[src/rtl/design_20_rsp_buf.sv]
// Result buffer: captures upstream y/valid pulses into a DEPTH-entry FIFO and re-presents them on ready/valid.
// Optional per-entry parity storage is enabled by defining DESIGN_20_RSP_BUF_PARITY_EN.
module design_20_rsp_buf #(
    parameter int W     = 8,
    parameter int DEPTH = 4
) (
    input  logic                       clk,
    input  logic                       rst_n,
    input  logic [W-1:0]               in_y_i,
    input  logic                       in_valid_i,
    input  logic                       clr_i,
    output logic [W-1:0]               out_data_o,
    output logic                       out_valid_o,
    input  logic                       out_ready_i,
    output logic                       out_par_o,
    output logic [$clog2(DEPTH+1)-1:0] count_o,
    output logic                       full_o,
    output logic                       ovf_o
);
    localparam int PW = $clog2(DEPTH);
    localparam int CW = $clog2(DEPTH+1);
`ifdef DESIGN_20_RSP_BUF_PARITY_EN
    localparam int EW = W + 1;
`else
    localparam int EW = W;
`endif

    // Handshake: a head entry transfers on any rising edge where out_valid_o && out_ready_i.
    // out_valid_o never depends on out_ready_i, and out_data_o is stable while valid && !ready.

    logic [EW-1:0] mem_q [DEPTH];
    logic [PW-1:0] wr_ptr_q, wr_ptr_d;
    logic [PW-1:0] rd_ptr_q, rd_ptr_d;
    logic [CW-1:0] count_q,  count_d;
    logic          ovf_q,    ovf_d;

    logic          pop;
    logic          push;
    logic          drop;
    logic          is_full;
    logic          not_empty;
    logic [EW-1:0] wr_word;
    logic [EW-1:0] head_word;

    // Status is decoded from the occupancy register only, so no input reaches an output combinationally.
    assign is_full   = (count_q == CW'(DEPTH));
    assign not_empty = (count_q != '0);

    assign pop  = not_empty && out_ready_i && !clr_i;
    assign push = in_valid_i && (!is_full || pop) && !clr_i;
    assign drop = in_valid_i && is_full && !pop && !clr_i;

`ifdef DESIGN_20_RSP_BUF_PARITY_EN
    assign wr_word = {^in_y_i, in_y_i};
`else
    assign wr_word = in_y_i;
`endif

    always_comb begin
        wr_ptr_d = wr_ptr_q;
        rd_ptr_d = rd_ptr_q;
        count_d  = count_q;
        ovf_d    = ovf_q;
        if (clr_i) begin
            wr_ptr_d = '0;
            rd_ptr_d = '0;
            count_d  = '0;
            ovf_d    = 1'b0;
        end else begin
            if (push) begin
                wr_ptr_d = wr_ptr_q + PW'(1);
            end
            if (pop) begin
                rd_ptr_d = rd_ptr_q + PW'(1);
            end
            if (push && !pop) begin
                count_d = count_q + CW'(1);
            end else if (pop && !push) begin
                count_d = count_q - CW'(1);
            end
            if (drop) begin
                ovf_d = 1'b1;
            end
        end
    end

    always_ff @(posedge clk or negedge rst_n) begin
        if (!rst_n) begin
            wr_ptr_q <= '0;
            rd_ptr_q <= '0;
            count_q  <= '0;
            ovf_q    <= 1'b0;
        end else begin
            wr_ptr_q <= wr_ptr_d;
            rd_ptr_q <= rd_ptr_d;
            count_q  <= count_d;
            ovf_q    <= ovf_d;
        end
    end

    // Storage carries no reset; stale contents are never visible because out_valid_o gates them.
    always_ff @(posedge clk) begin
        if (push) begin
            mem_q[wr_ptr_q] <= wr_word;
        end
    end

    assign head_word   = mem_q[rd_ptr_q];
    assign out_data_o  = head_word[W-1:0];
    assign out_valid_o = not_empty;
    assign count_o     = count_q;
    assign full_o      = is_full;
    assign ovf_o       = ovf_q;

`ifdef DESIGN_20_RSP_BUF_PARITY_EN
    assign out_par_o = not_empty && head_word[W];
`else
    assign out_par_o = 1'b0;
`endif

endmodule

[config.mk]
export PLATFORM = sky130hd
export DESIGN_NAME = design_20_rsp_buf
export DESIGN_NICKNAME = d
export VERILOG_FILES = /design/src/rtl/design_20_rsp_buf.sv
export SDC_FILE = /design/constraint.sdc
export NUM_CORES = 1
export LEC_CHECK = 0
export CORE_MARGIN = 5
export CORE_UTILIZATION = 56
export CTS_CLUSTER_SIZE = 8
export DETAILED_ROUTE_END_ITERATION = 8
export PLACE_DENSITY = 0.85
export SYNTH_ARGS = -nofsm -noshare
export SYNTH_HDL_FRONTEND = slang
export SYNTH_SLANG_ARGS = --single-unit
[constraint.sdc]
create_clock -name clk -period 5.9 [get_ports clk]
set_input_delay 1.18 -clock clk [delete_from_list [all_inputs] [get_ports clk]]
set_output_delay 1.18 -clock clk [all_outputs]
set_load 0.02 [all_outputs]
After elaboration in Yosys (flattened, before gate mapping)
Memories as Yosys holds them, arrays and structs flattened.
Cells that the tools add are included.
{"block": "classes", "mux": 11, "addsub": 4, "eq_ne": 1, "n_reduce_logical": 19}
{"op": "$logic_and A1 B1 Y1", "n": 9}
{"op": "$mux W3", "n": 3}
{"op": "$mux W2", "n": 4}
{"op": "$reduce_bool A2 Y1", "n": 3}
{"op": "$reduce_bool A3 Y1", "n": 2}
{"op": "$add A2 B1 Y2 const B", "n": 2}
{"op": "$logic_not A1 Y1", "n": 4}
{"op": "$mux W1", "n": 4}
{"op": "$add A3 B1 Y3 const B", "n": 1}
{"op": "$eq A3 B3 Y1 const B", "n": 1}
{"op": "$sub A3 B1 Y3 const B", "n": 1}
{"op": "$logic_or A1 B1 Y1", "n": 1}
{"block": "totals", "mem_bits_rw": 32, "memories": 1, "in_bits": 13, "elab_cells": 40, "reg_bits": 8}
{"memory": "mem_q", "words": 4, "word_bits": 8, "rd": 1, "rd_ports_with_merged_regs": 0, "write_ports": 1, "line_no": "31", "rtl": "logic [EW-1:0] mem_q [DEPTH];"}

Logic depth before layout (Yosys ltp)
{"block": "depth", "ltp_word": 11, "depth_mapped": 8, "mapped_depth_nobuf": 7}

Worst setup path after synthesis
OpenSTA, ideal clock, no wires.
{"block": "synth_path", "kind": "input to register", "start": "input out_ready_i", "end": "register count_q[2] (netlist: count_o[2])", "n_path_buf": 1, "path_slack_ns": 3.023, "stages": 8, "setup_ns": 0.137, "required_time_ns": 5.763, "t_arrival_ns": 2.740, "path_cell_list": "clkbuf_2 > nor4b_2 > nor3_1 > and2_1 > fa_1 > nand2b_1 > o211ai_1 > a31oi_1"}
{"block": "synth_between", "elab_chain_len": 8, "elab_cells_between_ends": 12, "classes_between": "2 x mux; 10 x reduce/logical"}
{"element": "start: declaration", "line_no": "14", "rtl": "input logic out_ready_i,"}
{"element": "$logic_and A1 B1 Y1 (*) (2 in a row)", "line_no": "49", "rtl": "assign pop = not_empty && out_ready_i && !clr_i;"}
{"element": "$logic_or A1 B1 Y1", "line_no": "50", "rtl": "assign push = in_valid_i && (!is_full || pop) && !clr_i;"}
{"element": "$logic_and A1 B1 Y1 (2 in a row)", "line_no": "50"}
{"element": "$logic_and A1 B1 Y1 / $logic_not A1 Y1 (equally long branches)", "line_no": "76, 78"}
{"element": "$mux W3 / $logic_and A1 B1 Y1 (equally long branches)", "line_no": "76, 78"}
{"element": "$mux W3 / $reduce_bool A3 Y1 (equally long branches)"}
{"element": "end signal: assignment", "line_no": "96", "rtl": "count_q <= count_d;"}
{"element": "end: declaration", "line_no": "34", "rtl": "logic [CW-1:0] count_q, count_d;"}
Every way passes the cells marked *; elsewhere a longest branch is shown, timed or not.
A chain may end at the register's enable or synchronous reset.

Final worst setup path
{"block": "layout_path", "start": "register rd_ptr_q[0]", "end": "output out_data_o[1]"}
{"block": "layout_between", "elab_chain_len": 1}
{"element": "start: declaration", "line_no": "33", "rtl": "logic [PW-1:0] rd_ptr_q, rd_ptr_d;"}
{"element": "start signal: assignment", "line_no": "95", "rtl": "rd_ptr_q <= rd_ptr_d;"}
{"element": "$mem_v2 Z4 W8"}
{"element": "end: declaration", "line_no": "12", "rtl": "output logic [W-1:0] out_data_o,"}
No other way between the ends.

==> results.json <==
{
  "status": "completed",
  "drc_errors": 0,
  "port_buffers": 26,
  "synth-compound-area-share_pct": 5.48,
  "grt_max_degree": 12,
  "syn_inst": 107,
  "worst_slew_pin_slew_ns": 0.586,
  "cts_tree": "built",
  "holdWs_ns": 0.531,
  "grt_pass1_wl_um": 4950,
  "setup_viol": 0,
  "avgSynthCellArea_um2": 16.4,
  "ys_top_cells_by_area": "edfxtp_1 55%, dfrtp_1 11%, mux4_2 10%",
  "drtPass1Iterations": 4,
  "fin_area_um2": 2100,
  "root_buffer": "clkbuf_4",
  "yosysSeqAreaShare_pct": 66.0,
  "seq_area_um2": 1160,
  "slew_headroom_pct": 60.9,
  "final_cell_mix": "32 x edfxtp_1, 26 x clkdlybuf4s50_1, 10 x nor2_1, 8 x mux4_2, 8 x dfrtp_1",
  "synthAdderAreaFrac_pct": 3.98,
  "rsz0062_at_grt": "no",
  "hold_start": "ovf_o",
  "place_area_um2": 2040,
  "drv_cap": 0,
  "ant_nets": 0,
  "via_per_inst": 5.33,
  "slew_violations": 0,
  "synth_top_family_by_area": "multiplexers",
  "antenna_found_initial": 0,
  "fmax_ghz": 0.297,
  "min_period_ns": 3.37,
  "synth_xor_area_share_pct": 1.49,
  "design_power_total_mw": 0.791,
  "r2r-start": "count_o[0]",
  "synth_mux_area_share_pct": 11.9,
  "diodes": 0,
  "leakagePower_nw": 0.727,
  "initial_core_util_pct": 58.1,
  "clk_pin_slew_ns": 0.11,
  "arrival_ns": 2.19,
  "r2r_end": "count_o[2]",
  "via_count": 949,
  "rrSetupSlack_ns": 3.52,
  "worstSetupPathType": "register to output pin",
  "crit_fanout": 10,
  "htreeDepth": 2,
  "numCtsBuffers": 5,
  "syn_area_um2": 1760,
  "grt.overflow.total": 0,
  "first_global_vias": 998,
  "min_path_cells": 2,
  "pin_count": 28,
  "dpl.hpwl_um": 2040,
  "holdBufCountCts": 0,
  "multi_input_area_um2": 544,
  "yosysWarnings": 0,
  "rows": 20,
  "vdd_drop_max_mv": 0.203,
  "holdPathEnd": "ovf_o",
  "instances_no_fill": 178,
  "cts_sinks": 40,
  "pwr_density_cell_nw_per_um2": 377,
  "drive_gt1_share_pct": 14.2,
  "totalWireLength_um": 2890,
  "nNetsFinal": 151,
  "die_w_um": 66.1,
  "gp_congestion": 0.797,
  "end_kind": "output pin",
  "synth_cell_types": 34,
  "area_growth_pct": 19.3,
  "tns_ns": 0,
  "syn-num-nets": 125,
  "required_ns": 4.72,
  "layout.cells.most_common": "edfxtp_1",
  "die_y_um": 66.1,
  "post-route-period-util_pct": 57.1,
  "die_area_um2": 4360,
  "core_um2": 3030,
  "hold_viol": 0,
  "yosys.area.top_type": "edfxtp_1",
  "cts_resized": 0,
  "finalClockSkew_ns": 0.00857,
  "insertion_delay_ns": 0.33,
  "postCtsSetupBuffers": 0,
  "wl_per_cell_um": 16.2,
  "cp-start-kind": "register",
  "synth_top_cell_area_share_pct": 54.6,
  "hold_class": "register to register",
  "n_fill_cell": 217,
  "dp.cells": 170,
  "grt_usage_pct": 15.8,
  "cts_buffer_depth": 2,
  "synth_simple_gate_area_share_pct": 7.82,
  "r2r_cells": 7,
  "ys_ff_latch": 40,
  "drt_iter0_markers": 51
}
-- worst max path at each step --
stage / from / end / slack, ns / cells past startpoint
floorplan: out_ready_i / count_o[2] / 3.02 / 8
global placement: out_ready_i / count_o[2] / 2.49 / 8
detailed placement: out_ready_i / count_o[2] / 2.34 / 8
CTS: rd_ptr_q[0] / out_data_o[1] / 2.45 / 2
global route: rd_ptr_q[0] / out_data_o[3] / 2.35 / 2
finish: rd_ptr_q[0] / out_data_o[1] / 2.53 / 2
-- metrics by stage --
| step | util, % | worst slack (ns) |
|---|---|---|
| global route | 69.3 | 2.35 |
| CTS | 69.3 | 2.45 |
| global placement | 67.4 | 2.49 |
| detailed placement | 67.4 | 2.34 |
| floorplan | - | 3.02 |
| finish | 69.3 | 2.53 |
-- worst max-delay path, cell delays in order, from the launching register on --
cell and delay [ns]:
dfrtp_1 0.73, mux4_2 0.58, clkdlybuf4s50_1 0.55
-- cell families after synthesis --
group / count (synthesis)
xor+xnor: 3
buf+inv: 12
mux: 10
flops: 40
simple gates: 24
fa+ha+maj: 5
other cells: 1
compound gates: 12
-- Yosys cell counts (all sizes together) --
| cell | instances |
|---|---|
| xor2 | 2 |
| conb | 1 |
| fa | 1 |
| ha | 4 |
| clkbuf | 2 |
| nor3 | 1 |
| mux2 | 2 |
| edfxtp | 32 |
| a31oi | 1 |
| buf | 5 |
| nor4b | 1 |
| nand3b | 2 |
| a221oi | 1 |
| o31ai | 1 |
| o21bai | 1 |
| o21ai | 2 |
| dfrtp | 8 |
| and2 | 6 |
| nor2 | 10 |
| nand4b | 1 |
| a21oi | 3 |
| mux4 | 8 |
| o211ai | 1 |
| xnor2 | 1 |
| inv | 5 |
| o21a | 1 |
| o311ai | 1 |
| or3 | 2 |
| nand2b | 1 |
-- layout make-up --
type	count	area share [%]
repair buffers	26	12.4
well taps	44	2.62
clock buffers	8	2.80
flip-flops and latches	40	55.3
inverters	5	0.894
multi-input cells	55	25.9
-- metal layers --
metal	routed length (um)	share of wire, %	vias up	track usage (%)
li1	-	-	450	-
met1	1230	43	477	18.7
met2	1490	52	20	27.3
met3	142	4.9	2	5.95
met4	19	0.66	0	3.81
met5	0	0	-	0
-- sequential cells by signal (all words and copies together), names as in the netlist --
signal	count
rd_ptr_q	2
wr_ptr_q	2
count_o	3
ovf_o	1
mem_q	32
-- power breakdown --
part	internal (mW)	total, mW	switching [mW]	leakage [nW]
clock network	0.0589	0.138	0.0789	0.0326
registers	0.327	0.374	0.0468	0.398
logic	0.154	0.279	0.125	0.296
total	0.540	0.791	0.251	0.727
Power figures use the tool's default switching activity.
